<file path="src/rtl/ifetch_pkg.sv">
// ifetch_pkg: shared FSM encoding and entry layout for the instruction fetch unit
package ifetch_pkg;
    typedef enum logic [1:0] {IDLE = 2'd0, WAIT = 2'd1, DROP = 2'd2} state_t;
    localparam int ENTRY_W = 64;
    localparam logic [31:0] PC_INCR = 32'd4;
endpackage

</file>
<file path="src/rtl/m_ifetch_fifo.sv">
// m_ifetch_fifo: prefetch queue of {pc, instruction} entries with flush and registered head
module m_ifetch_fifo
    import ifetch_pkg::*;
#(
    parameter int DEPTH = 4,
    parameter int CW = $clog2(DEPTH) + 1
) (
    input  logic               w_clk,
    input  logic               w_rst_n,
    input  logic               w_push,
    input  logic [ENTRY_W-1:0] w_data,
    input  logic               w_pop,
    input  logic               w_flush,
    output logic [ENTRY_W-1:0] w_head,
    output logic [CW-1:0]      w_count
);
    localparam int AW = $clog2(DEPTH);
    logic [ENTRY_W-1:0] mem [DEPTH];
    logic [AW-1:0] wr_ptr, rd_ptr;
    logic do_push, do_pop;
    assign do_pop = w_pop && w_count != '0;
    assign do_push = w_push && (w_count < CW'(DEPTH) || do_pop);
    assign w_head = mem[rd_ptr];
    always_ff @(posedge w_clk or negedge w_rst_n)
        if (!w_rst_n) begin
            mem <= '{default: '0};
            wr_ptr <= '0;
            rd_ptr <= '0;
            w_count <= '0;
        end else if (w_flush) begin
            wr_ptr <= '0;
            rd_ptr <= '0;
            w_count <= '0;
        end else begin
            if (do_push) mem[wr_ptr] <= w_data;
            wr_ptr <= wr_ptr + AW'(do_push);
            rd_ptr <= rd_ptr + AW'(do_pop);
            w_count <= w_count + CW'(do_push) - CW'(do_pop);
        end
endmodule

</file>
<file path="src/rtl/m_ifetch.sv">
// m_ifetch: fetch FSM issuing one word request at a time into a prefetch queue, with redirect flush
module m_ifetch
    import ifetch_pkg::*;
#(
    parameter int DEPTH = 4,
    parameter logic [31:0] RESET_PC = 32'h0
) (
    input  logic        w_clk,
    input  logic        w_rst_n,
    output logic        w_imem_req,
    output logic [31:0] w_imem_addr,
    input  logic        w_imem_gnt,
    input  logic        w_imem_rvalid,
    input  logic [31:0] w_imem_rdata,
    input  logic        w_redirect,
    input  logic [31:0] w_redirect_pc,
    output logic        w_inst_valid,
    output logic [31:0] w_inst,
    output logic [31:0] w_inst_pc,
    input  logic        w_inst_ready
);
    localparam int CW = $clog2(DEPTH) + 1;
    state_t r_state, state_nxt;
    logic [31:0] r_fetch_pc, r_req_pc;
    logic [CW-1:0] count;
    logic [ENTRY_W-1:0] head;
    logic push;
    always_ff @(posedge w_clk or negedge w_rst_n)
        if (!w_rst_n) begin
            r_state <= IDLE;
            r_fetch_pc <= {RESET_PC[31:2], 2'b00};
            r_req_pc <= '0;
        end else begin
            r_state <= state_nxt;
            if (w_redirect) r_fetch_pc <= {w_redirect_pc[31:2], 2'b00};
            else if (push) r_fetch_pc <= r_req_pc + PC_INCR;
            if (w_imem_req && w_imem_gnt) r_req_pc <= r_fetch_pc;
        end
    // req is gated by reset so nothing is requested while the core is held
    always_comb begin
        state_nxt = r_state;
        w_imem_req = 1'b0;
        push = 1'b0;
        case (r_state)
            IDLE: begin
                w_imem_req = w_rst_n && count < CW'(DEPTH) && !w_redirect;
                state_nxt = (w_imem_req && w_imem_gnt) ? WAIT : IDLE;
            end
            WAIT: begin
                push = w_imem_rvalid && !w_redirect;
                state_nxt = w_imem_rvalid ? IDLE : (w_redirect ? DROP : WAIT);
            end
            DROP: state_nxt = w_imem_rvalid ? IDLE : DROP;
            default: state_nxt = IDLE;
        endcase
    end
    assign w_imem_addr = r_fetch_pc;
    assign w_inst_valid = count != '0;
    assign w_inst_pc = head[63:32];
    assign w_inst = head[31:0];
    m_ifetch_fifo #(.DEPTH(DEPTH)) u_fifo (
        .w_clk   (w_clk),
        .w_rst_n (w_rst_n),
        .w_push  (push),
        .w_data  ({r_req_pc, w_imem_rdata}),
        .w_pop   (w_inst_ready && w_inst_valid),
        .w_flush (w_redirect),
        .w_head  (head),
        .w_count (count)
    );
endmodule

</file>
<file path="config.mk">
export PLATFORM = sky130hd
export DESIGN_NAME = m_ifetch
export DESIGN_NICKNAME = d
export VERILOG_FILES = /design/src/rtl/ifetch_pkg.sv /design/src/rtl/m_ifetch_fifo.sv /design/src/rtl/m_ifetch.sv
export SDC_FILE = /design/constraint.sdc
export NUM_CORES = 1
export LEC_CHECK = 0
export BUFFER_PORTS_ARGS = -buffer_cell sky130_fd_sc_hd__buf_2
export CAP_MARGIN = 10
export CORE_ASPECT_RATIO = 1.1
export CORE_MARGIN = 1
export CORE_UTILIZATION = 45
export DETAILED_ROUTE_END_ITERATION = 12
export GPL_ROUTABILITY_DRIVEN = 0
export GPL_TIMING_DRIVEN = 0
export REMOVE_ABC_BUFFERS = 1
export SYNTH_ARGS = -nofsm -noshare
export SYNTH_HDL_FRONTEND = slang
export SYNTH_SLANG_ARGS = --single-unit
</file>
<file path="constraint.sdc">
create_clock -name w_clk -period 2.7 [get_ports w_clk]
set_clock_uncertainty 0.1 [all_clocks]
set_input_delay 0.135 -clock w_clk [delete_from_list [all_inputs] [get_ports w_clk]]
set_output_delay 0.135 -clock w_clk [all_outputs]
set_load 0.01 [all_outputs]
</file>
; ---- Word level (Yosys, flattened, before mapping)
; Index checks and enable logic that the tools add are counted.
[word_totals]
reg_bits = 329
out_inout_bits = 98
wordCells = 57
[op_classes]
bitwise = 3
addsub = 5
n_mux = 18
n_lt_le_gt_ge = 4
reduce_logical = 15
eq_ne = 2
[ops]
columns = operator, n
row1 = $bwmux W256, 1
row2 = $mux W64, 3
row3 = $bmux W64 S2, 1
row4 = $demux W64 S2, 1
row5 = $mux W32, 2
row6 = $add A32 B3 Y32 const B, 1
row7 = $mux W2, 5
row8 = $logic_and A1 B1 Y1, 9
row9 = $ge A3 B3 Y1 const B, 2
row10 = $not A2 Y3, 2
row11 = $pmux W2 S3, 1
row12 = $add A2 B1 Y2, 2
row13 = $add A3 B1 Y3, 1
row14 = $lt A3 B1 Y1 const B, 1
row15 = $lt A3 B3 Y1 const B, 1
row16 = $mux W1, 3
row17 = $mux W3, 1
row18 = $reduce_bool A3 Y1, 1
row19 = $sub A3 B1 Y3, 1
row20 = $eq A2 B1 Y1 const B, 1
row21 = $eq A2 B2 Y1 const B, 1
row22 = $logic_not A2 Y1, 1
row23 = $reduce_and A2 Y1, 1
row24 = $reduce_bool A2 Y1, 1
row25 = other kinds (3), 3

; ---- Longest topological paths before layout
; Gate-level depths: netlist of the first run.
[logic_depth]
ltp_word = 8
mapped_depth = 10
ltp_nobuf = 10

; ---- Modules after synthesis
; A second synthesis of the first run with hierarchy kept.
[hier_totals]
hier_cells = 982
area_unflattened_um2 = 15102.0
[by_module_without_submodules]
columns = module, cells_per_inst, seq_area_each_um2, area_each_um2, instances
row1 = m_ifetch_fifo, 652, 6581.3, 11676.2, 1
row2 = m_ifetch, 330, 1651.6, 3425.8, 1

; ---- Least setup slack after synthesis of the first run
; No wires, ideal clock.
[synth_path]
kind = reg2reg
start = register u_fifo.w_count[2]
end = register u_fifo.w_count[2]
path_stages_with_launch = 11
setup_ns = 0.132
path_slack_ns = 0.271
path_buffers = 0
t_arrival_ns = 2.197
cell_sequence = dfrtp_1 -> or3_1 -> and2_1 -> ha_1 -> inv_1 -> ha_1 -> inv_1 -> fa_1 -> xor2_1 -> xnor2_1 -> nor2_1
[synth_via]
elab_chain_cells = 8
elab_cells_between_ends = 9
classes_between = add/sub: 2 / order compare: 1 / mux: 1 / reduce/logical: 5
[synth_rtl]
columns = element, line_no
row1 = from (decl), m_ifetch_fifo.sv:15  ; output logic [CW-1:0] w_count
row2 = from (signal assigned), m_ifetch_fifo.sv:38  ; w_count <= w_count + CW'(do_push) - CW'(do_pop);
row3 = $reduce_bool A3 Y1 *, m_ifetch.sv:58  ; assign w_inst_valid = count != '0;
row4 = via w_inst_valid, m_ifetch.sv:17  ; output logic w_inst_valid,
row5 = $logic_and A1 B1 Y1, m_ifetch.sv:66  ; .w_pop (w_inst_ready && w_inst_valid),
row6 = $logic_and A1 B1 Y1 *, m_ifetch_fifo.sv:21  ; assign do_pop = w_pop && w_count != '0;
row7 = $logic_or A1 B1 Y1, m_ifetch_fifo.sv:22  ; assign do_push = w_push && (w_count < CW'(DEPTH) || do_pop);
row8 = $logic_and A1 B1 Y1, m_ifetch_fifo.sv:22
row9 = $add A3 B1 Y3, m_ifetch_fifo.sv:38
row10 = $sub A3 B1 Y3 *, m_ifetch_fifo.sv:38
row11 = $mux W3 *, m_ifetch_fifo.sv:30  ; end else if (w_flush) begin
; The timed path passes the listed nets; every way through them passes the cells marked *.
; A chain may end at the register's enable or synchronous reset.

; ---- Final worst setup path of the first run
[layout_path]
start = register u_fifo.rd_ptr[0]
end = output port w_inst[9]
[layout_via]
elab_chain_cells = 4
[layout_rtl]
columns = element, line_no
row1 = from (decl), m_ifetch_fifo.sv:19  ; logic [AW-1:0] wr_ptr, rd_ptr;
row2 = from (signal assigned), m_ifetch_fifo.sv:37  ; rd_ptr <= rd_ptr + AW'(do_pop);
row3 = $not A2 Y3 (not written as such), m_ifetch_fifo.sv:23  ; assign w_head = mem[rd_ptr];
row4 = $bmux W64 S2, m_ifetch_fifo.sv:23
row5 = $mux W64 (not written as such) (2 in a row), m_ifetch_fifo.sv:23
row6 = to (decl), m_ifetch.sv:18  ; output logic [31:0] w_inst,
; Every way passes these cells. The select of a mux whose other input is x is not followed.

==> results of run 1 <==
layout by cell type (no fill, tap or decap), types with 3 or more instances in the layout:
master	n
dfrtp_1	326
mux2_2	211
buf_2	164
mux2_1	76
mux4_2	64
dlygate4sd3_1	64
nand2_1	49
clkbuf_16	39
nor2_1	19
xor2_1	18
o21ai_0	16
o221ai_1	14
xnor2_1	12
nand3_1	11
a22oi_1	11
nand4_1	10
clkbuf_8	9
buf_12	9
clkbuf_1	7
clkinv_2	7
buf_8	6
buf_16	6
inv_1	5
ha_1	5
and3_1	4
nor2b_1	3
nand3b_1	3
a21oi_1	3
nor3_1	3
mux2i_1	3
area by class of cell:
class / instances / area (sq um) / area share [%]
clock buffers: 55 / 1126 / 6.245
clock inverters: 10 / 103.9 / 0.5760
inverters: 5 / 18.77 / 0.1041
multi-input cells: 563 / 6096 / 33.81
flip-flops and latches: 329 / 8242 / 45.71
well taps: 426 / 533.0 / 2.956
repair buffers: 251 / 1912 / 10.60
stage by stage:
step	TNS, ns	cells	cell area, sq um	hold WS, ns	power [mW]
4_1_cts	0	1639	18030	0.0004349	15.40
3_5_place_dp	-253.40	1500	15990	0.1288	10.17
3_3_place_gp	-3409.34	1485	15610	0.2373	9.953
2_1_floorplan	-495.20	894	14250	-0.2606	8.666
5_1_grt	0	1639	18030	0.03635	16.00
6_report	0	1639	18030	0.02076	15.19
report_power, final:
part / internal, mW / switching [mW]
logic: 1.98 / 1.60
clock network: 3.07 / 1.95
registers: 5.68 / 0.905
total: 10.7 / 4.45
metal layers:
layer | vias up | global-route usage [%] | routed length (microns)
met2 | 210 | 34.57 | 16530
met1 | 4752 | 29.51 | 15600
met4 | 0 | 5.753 | 694
li1 | 4015 | - | -
met5 | - | 0 | 0
met3 | 41 | 3.484 | 1492
timing repair:
item,CTS,global route
endpoints found under the setup margin,290,0
hold buffers,64,0
hold endpoints to repair,253,0
gates resized for setup,3,0
buffers inserted,7,0
cells by family (layout without fill, tap and decap cells):
kind of cell               after synthesis  after routing  synth area share, %
xor gates and xnor gates                30             30                1.783
and+or+nand+nor                        121            124                4.100
AOI/OAI and AO/OA                       49             49                2.368
buffers and inverters                   84            321                3.429
adders and majority gates                6              6               0.5602
muxes                                  354            354                31.91
DFF                                    329            329                55.85
final timing paths:
kind / to / cells after the start / slack, ns / from
max in group asynchronous: r_req_pc[3] / 3 / 1.22 / w_rst_n
min: u_fifo.rd_ptr[0] / 4 / 0.02 / w_inst_ready
max: w_inst[9] / 3 / 0.14 / u_fifo.rd_ptr[0]
max reg2reg: u_fifo.w_count[2] / 10 / 0.17 / u_fifo.w_count[2]
min in group asynchronous: u_fifo.mem[138] / 2 / 0.14 / w_rst_n
min reg2reg: u_fifo.mem[210] / 1 / 0.38 / u_fifo.mem[210]
sequential cells by signal, summed over array words and instances, names as in the netlist:
signal	cells
r_req_pc	32
r_state	2
u_fifo.mem	256
u_fifo.rd_ptr	2
u_fifo.w_count	3
u_fifo.wr_ptr	2
w_imem_addr	32
worst max-delay path, cell delays in order (launching register included):
cell and delay (ns):
dfrtp_4 0.73, buf_16 0.32, mux4_2 0.56, buf_2 0.16
==> summary.txt, run 1 <==
Yosys
  • Mapped Cells: 973
  • Post-Synthesis Cell Area: 14,740 sq um
  • Synth Warn #: 0
  • Mean Syn Cell Area: 15.15 sq um
  • Top-area cell type share of the netlist area: a little under three fifths
  • Most frequent cells after synthesis: 329 x dfrtp_1, 211 x mux2_2, 76 x mux2_1
  • EDFF count, synth: 0
  • Synth cell types: 45
  • Count leader, synth: dfrtp_1
  • Post-synth top area cell: dfrtp_1
  • Sequential element share of the synthesized area: 55.85%
  • Async set-reset flop share out of synthesis: 100.0%
  • Synth Flop Type: dfrtp_1
  • Synth area leaders: dfrtp_1 56%, mux2_2 16%, mux4_2 9.8%, mux2_1 5.8%, nand2_1 1.3%
  • Yosys reg bits: ~330

Cells and area
  • Final core utilization: 55.84%
  • Ant. Diodes: 0
  • Fillers: 2,681
  • Area delta synth->final: 22.32%
  • NumNets Final: 1,263
  • Share of layout cells above drive strength 1: 44.35%

Power and ir drop
  • Power Density: 842.2 nW/um^2
  • Leakage Power: 8.596 nW
  • Worst IR drop on VDD: around 0.5 mV

STA
  • Slew Limit Fails: 0
  • Minimum clock period: 2.559 ns
  • Period utilisation layout: 94.79%
  • Hold Vio Cnt, Final: 0
  • Final worst setup slack: 0.1406 ns
  • Setup-failing EPs final: 0
  • Rel. slew slack: 22.29%
  • RSZ-0062 raised after global routing: no
  • Fmax achieved: 0.3907 GHz
  • Worst Max-Slew Pin Slew: 1.166 ns

Die
  • Top-Level Pins: about 170
  • Die height: approximately 190 microns
  • Die X: 174.6 microns
  • Die ar.: 33,490 sq um
  • Initial core utilization: between 40% and 50%
  • Core area: 32,290 sq um
  • FP Rows: 69

Routing
  • Routed len/inst: 20.94 microns
  • DRC Markers: 0
  • Antenna Nets Post-Route: 0
  • Vias/cell: 5.502
  • Pre-Repair DR Iteration Count: 4
  • DRT iter0 DRCs: 443
  • Via count: 9,018
  • Routed WL: between 30 and 40 mm

Placement
  • HPWL Detailed: 20.04 mm
  • IO buf count: 165
  • Place WS: -1.240 ns

Status
  • Run status: complete, no violations

Flow run
  • # Max-Cap Violations: 0

GRT
  • Overflow after GRT: 0
  • Initial antenna violation count: 0
  • Largest net degree at the start of global routing: 120
  • GRT Overall Usage: about a fifth
  • First-pass GRT wire length: 54.49 mm
  • Number of global-route vias before repair: 9,462

Clocking
  • CTS H-tree lvls: 2
  • Num CTS Buffers: 37
  • CTS Sinks: 329
  • Root buf cell: clkbuf_16
  • Clock Pin Slew Worst Setup and Hold Paths: roughly 0.06 ns
  • Maximum clock path buffer count: 3
  • TritonCTS clock tree: yes
  • Clk_lat worst skew: 0.52 ns

Worst setup path
  • Critical Path RT: 2.47 ns
  • Max FO, Critical Path: 32
  • Critical Path End Type: output pin
  • Crit Path Class: flop to output pin
  • Critical Path Start Type: flop
  • Arr. time, crit path: about 2.3 ns

Min path
  • Worst min path class: primary input to flop
Power figures use the tool's default switching activity.
==> run 2, diff against run 1 <==
--- a/config.mk
+++ b/config.mk
@@ -9,7 +9,7 @@
 export CAP_MARGIN = 10
 export CORE_ASPECT_RATIO = 1.1
 export CORE_MARGIN = 1
-export CORE_UTILIZATION = 45
+export CORE_UTILIZATION = 43
 export DETAILED_ROUTE_END_ITERATION = 12
 export GPL_ROUTABILITY_DRIVEN = 0
 export GPL_TIMING_DRIVEN = 0
==> summary.txt, run 2 (synthesis gave the netlist of run 1 again) <==
Routing
  • Vias/cell: 5.469
  • Routed WL: 34.60 mm
  • Antenna Nets Post-Route: 0
  • Routed len/inst: 20.98 microns
  • DRC Markers: 0
  • Via count: 9,019
  • Pre-Repair DR Iteration Count: 4
  • DRT iter0 DRCs: 387

Worst setup path
  • Critical Path End Type: flop
  • Crit Path Class: flop to flop
  • Slowest cell delay on critical path: 0.44 ns
  • Worst path cell trace: or3_1 > and2_1 > ha_1 > inv_1 > ha_1 > inv_1 > fa_1 > xor2_1 > xnor2_1 > nor2_1
  • Max FO, Critical Path: 4
  • CP max-delay cell: dfrtp_1
  • Critical Path RT: 2.95 ns
  • Critical Path Start Type: flop
  • Arr. time, crit path: 2.80 ns

Die
  • Core area: 33,460 sq um
  • Die ar.: 35,020 sq um
  • Top-Level Pins: 168
  • FP Rows: 70
  • Die X: 178.5 microns
  • Die height: 196.2 microns
  • Initial core utilization: 44.06%

STA
  • Setup-failing EPs final: 0
  • Period utilisation layout: 94.48%
  • Fmax achieved: 0.3920 GHz
  • Hold Vio Cnt, Final: 0
  • Rel. slew slack: 25.35%
  • RSZ-0062 raised after global routing: no
  • Minimum clock period: 2.551 ns
  • Setup TNS Final: 0 ns
  • Slew Limit Fails: 0
  • Worst Max-Slew Pin Slew: 1.120 ns
  • WHS: 0.03440 ns

Flow run
  • # Max-Cap Violations: 0

Placement
  • Dpl cell area: 16,080 sq um
  • IO buf count: 165
  • Placed insts: 1,508
  • HPWL Detailed: just over 20 mm

GRT
  • Number of global-route vias before repair: 9,691
  • Overflow after GRT: 0
  • GRT Overall Usage: between 20% and 30%
  • First-pass GRT wire length: 55.32 mm
  • Largest net degree at the start of global routing: 91
  • Initial antenna violation count: 0

Cells and area
  • Share of layout cells above drive strength 1: 44.12%
  • Area delta synth->final: 22.71%
  • Max reg flops: 256
  • NumNets Final: 1,272
  • Most common cell after layout, fill and taps aside: dfrtp_1
  • Largest register by flop count: u_fifo.mem
  • Fillers: around 2.8k
  • Ant. Diodes: 0
  • Commonest non-fill, non-tap cells in the layout: 327 x dfrtp_1, 211 x mux2_2, 164 x buf_2
  • Finished Cell Area: 18,090 sq um
  • Finished Layout Cells: 1,649

Clocking
  • Clock Pin Slew Worst Setup and Hold Paths: 0.06 ns
  • Clk_lat worst skew: 0.51 ns
  • CTS Sinks: 329
  • Maximum clock path buffer count: 3
  • TritonCTS clock tree: yes
  • Root buf cell: clkbuf_16
  • CTS H-tree lvls: 2
  • Num CTS Buffers: 39

Power and ir drop
  • Worst IR drop on VDD: 0.5605 mV
  • Leakage Power: 8.631 nW
  • Power Density: approximately 840 nW/um^2

Status
  • Run status: complete, no violations

Min path
  • Worst min path class: primary input to flop
run 2: cell types whose count changed in the layout (fill, tap and decap cells not counted), sizes merged:
| cell | before | now |
|---|---|---|
| buf | 187 | 194 |
| clkinv | 7 | 3 |
| inv | 6 | 5 |
| nand4bb | 3 | 2 |
| clkbuf | 55 | 57 |
| nand3 | 12 | 13 |
run 2: final timing paths:
kind,start,end,slack [ns],cells after the start
setup reg to reg,u_fifo.w_count[2],u_fifo.w_count[2],0.15,10
min in group asynchronous,w_rst_n,u_fifo.mem[13],0.12,2
max in group asynchronous,w_rst_n,u_fifo.mem[162],1.48,3
setup / recovery,u_fifo.w_count[2],u_fifo.w_count[2],0.15,10
hold / removal,w_inst_ready,u_fifo.rd_ptr[0],0.03,4
hold reg to reg,u_fifo.mem[38],u_fifo.mem[38],0.38,2
run 2: final cells by class:
type | count | area [sq um] | area share, %
timing repair buffer | 258 | 1987 | 10.99
tap | 432 | 540.5 | 2.988
clock inverter | 5 | 75.07 | 0.4151
multi-input combinational | 563 | 6090 | 33.67
sequential | 329 | 8240 | 45.56
clock buffer | 57 | 1136 | 6.281
inverter | 5 | 18.77 | 0.1038
run 2: power by group:
group / total [mW] / switching [mW] / internal, mW
registers: 6.54 / 0.860 / 5.68
logic: 3.68 / 1.67 / 2.01
clock network: 5.01 / 1.94 / 3.08
total: 15.2 / 4.46 / 10.8
run 2: per-stage QoR:
stage | power, mW | setup WS (ns) | util, %
global placement | 9.963 | -6.816 | 46.69
global route | 16.09 | 0.01036 | 54.06
detailed placement | 10.19 | -1.204 | 48.06
floorplan | 8.666 | -2.623 | -
finish | 15.23 | 0.1490 | 54.06
CTS | 15.44 | 0.07361 | 53.97
run 2: routing by layer:
| metal | track usage, % | wire [microns] |
|---|---|---|
| met2 | 33.92 | 16990 |
| met1 | 28.26 | 15280 |
| met5 | 0 | 0 |
| met3 | 3.353 | 1649 |
| met4 | 5.587 | 680 |
run 2: critical path, delay by kind of cell, from the launching register on:
kind	cells	cell delay (ns)
adders and majority gates	3	0.77
and+or+nand+nor	3	0.64
DFF	1	0.44
xor gates and xnor gates	2	0.33
buffers and inverters	2	0.10
run 2: what timing repair did:
action,in CTS,in global routing
gates resized for setup,3,0
buffers inserted,8,4
hold buffers,64,0
pin swaps,1,1
gates cloned,3,0
endpoints found under the setup margin,297,26
endpoints found under the hold margin,234,0
==> run 3, diff against run 2 <==
==> constraint.sdc (replaced) <==
create_clock -name w_clk -period 2.7 [get_ports w_clk]
set_clock_uncertainty 0.1 [all_clocks]
set_input_delay 0.405 -clock w_clk [delete_from_list [all_inputs] [get_ports w_clk]]
set_output_delay 0.405 -clock w_clk [all_outputs]
set_load 0.01 [all_outputs]
==> summary.txt, run 3 (synthesis gave the netlist of run 1 again) <==
Status
  • Run status: finished with violations
  • Failing checks: negative hold slack

Worst setup path
  • WP buf/inv: 2
  • CP top delay family: flip-flops
  • CP max-delay cell: dfrtp_4
  • R2R Setup Slk: 0.17 ns
  • R2r startpoint: u_fifo.w_count[2]
  • Critical Path Start Type: flop
  • Crit Path Class: flop to output pin
  • Critical Path End Type: output pin
  • Slowest cell delay on critical path: between 0.6 and 0.7 ns
  • Max FO, Critical Path: 47
  • Critical Path RT: 2.19 ns
  • Worst path cell trace: buf_16 > mux4_2 > buf_2
  • Cell depth of the worst flop-to-flop path: 10
  • R2r endpoint: u_fifo.w_count[2]
  • Arr. time, crit path: ~2.1 ns

Power and ir drop
  • Sequential power share: around 43%
  • Leakage Power: 8.377 nW
  • Worst IR drop on VDD: 0.5043 mV
  • Gate power share: 24.0%
  • Pwr Total: 15.18 mW
  • Cell internal pwr: 10.73 mW
  • Switching Share: ~29%
  • Power Density: 867.6 nW/um^2
  • Clock power frac: 33.0%
  • Switching power: ~4.5 mW

Placement
  • HPWL Detailed: approximately 21 mm
  • IO buf count: roughly 170
  • Place WS: -1.474 ns
  • Dpl cell area: 16,080 sq um
  • Placed insts: 1,508

STA
  • Fmax achieved: 0.3869 GHz
  • Period utilisation layout: 95.74%
  • WHS: -0.2141 ns
  • Hold Vio Cnt, Final: 74
  • Setup TNS Final: 0 ns
  • Slew Limit Fails: 0
  • Worst Max-Slew Pin Slew: 0.9773 ns
  • Final worst setup slack: 0.1151 ns
  • Setup-failing EPs final: 0
  • Minimum clock period: ~2.6 ns
  • RSZ-0062 raised after global routing: no
  • Rel. slew slack: 34.78%

Routing
  • Pre-Repair DR Iteration Count: 4
  • DRT iter0 DRCs: 421
  • Vias/cell: between 5 and 6
  • Routed len/inst: about 21 microns
  • DRC Markers: 0
  • Antenna Nets Post-Route: 0
  • Via count: 8,838
  • Routed WL: 34.08 mm

GRT
  • Met1 usage in global routing: 28.13%
  • Largest net degree at the start of global routing: 91
  • Met2 Use GR: 32.83%
  • Overflow after GRT: 0
  • First-pass GRT wire length: 54.06 mm
  • Initial antenna violation count: 0
  • Most used routing layer: met2
  • GRT Overall Usage: 20.21%
  • Number of global-route vias before repair: 9,286
  • Met3 usage: 3.469%

Clocking
  • Maximum clock path buffer count: 3
  • TritonCTS clock tree: yes
  • Num CTS Buffers: 39
  • Clock Pin Slew Worst Setup and Hold Paths: roughly 0.050 ns
  • CTS Sinks: 329
  • Clk_lat worst skew: about 0.51 ns
  • CTS H-tree lvls: 2
  • CTS Hold Buffers Added: 6
  • Root buf cell: clkbuf_16

Cells and area
  • Final core utilization: 52.30%
  • NumNets Final: 1,211
  • Area delta synth->final: 18.72%
  • Area of the multi-input gates: 6090 sq um
  • Max reg flops: about 260
  • Finished Layout Cells: roughly 1.6k
  • Commonest non-fill, non-tap cells in the layout: 327 x dfrtp_1, 211 x mux2_2, 163 x buf_2
  • Share of layout cells above drive strength 1: 46.19%
  • Most common cell after layout, fill and taps aside: dfrtp_1
  • Fillers: 2,867
  • Register area: 8240 sq um
  • Largest register by flop count: u_fifo.mem
  • Finished Cell Area: between 15,000 and 20,000 sq um
  • Ant. Diodes: 0

Flow run
  • # Max-Cap Violations: 0

Die
  • FP Rows: 70
  • Die ar.: 35,020 sq um
  • Die height: 196.2 microns
  • Initial core utilization: 44.06%
  • Die X: approximately 180 microns
  • Core area: ~33,000 sq um
  • Top-Level Pins: approximately 170

Min path
  • Worst min path class: primary input to asynchronous set/reset pin
## run 3: layout make-up
cell class / instances / area share, %
clock buffers: 57 / 6.492
clock inverters: 5 / 0.4290
inverters: 5 / 0.1073
multi-input cells: 563 / 34.80
flip-flops and latches: 329 / 47.09
well taps: 432 / 3.089
repair buffers: 197 / 7.994
## run 3: worst max-delay path by stage
stage,startpoint,to,slack [ns],cells after the start
after floorplan,w_redirect,u_fifo.mem[192],-2.66,4
after global placement,w_redirect,u_fifo.mem[194],-7.09,5
after detailed placement,w_redirect,u_fifo.mem[215],-1.47,7
after CTS,w_redirect,w_imem_addr[19],0.03,6
after global routing,u_fifo.w_count[2],u_fifo.w_count[2],0.03,10
final,u_fifo.rd_ptr[1],w_inst[15],0.12,3
## run 3: power by group through the flow
| stage | registers [mW] | logic, mW | clock network (mW) |
|---|---|---|---|
| floorplan | 6.51 | 2.15 | 0 |
| global placement | 6.84 | 3.12 | 0 |
| detailed placement | 6.72 | 3.47 | 0 |
| CTS | 6.53 | 3.72 | 5.17 |
| global route | 6.67 | 3.99 | 5.37 |
| finish | 6.54 | 3.64 | 5.00 |
## run 3: routing by layer
| layer | vias to the layer above | wire [microns] |
|---|---|---|
| li1 | 3895 | - |
| met3 | 37 | 1688 |
| met5 | - | 0 |
| met1 | 4694 | 15340 |
| met4 | 0 | 544 |
| met2 | 212 | 16500 |
## run 3: repair_timing
item	in CTS	in global routing
gates resized for setup	3	1
cloned	3	0
hold endpoints to repair	80	74
buffers inserted	9	0
endpoints found under the setup margin	304	12
pin swaps	2	0
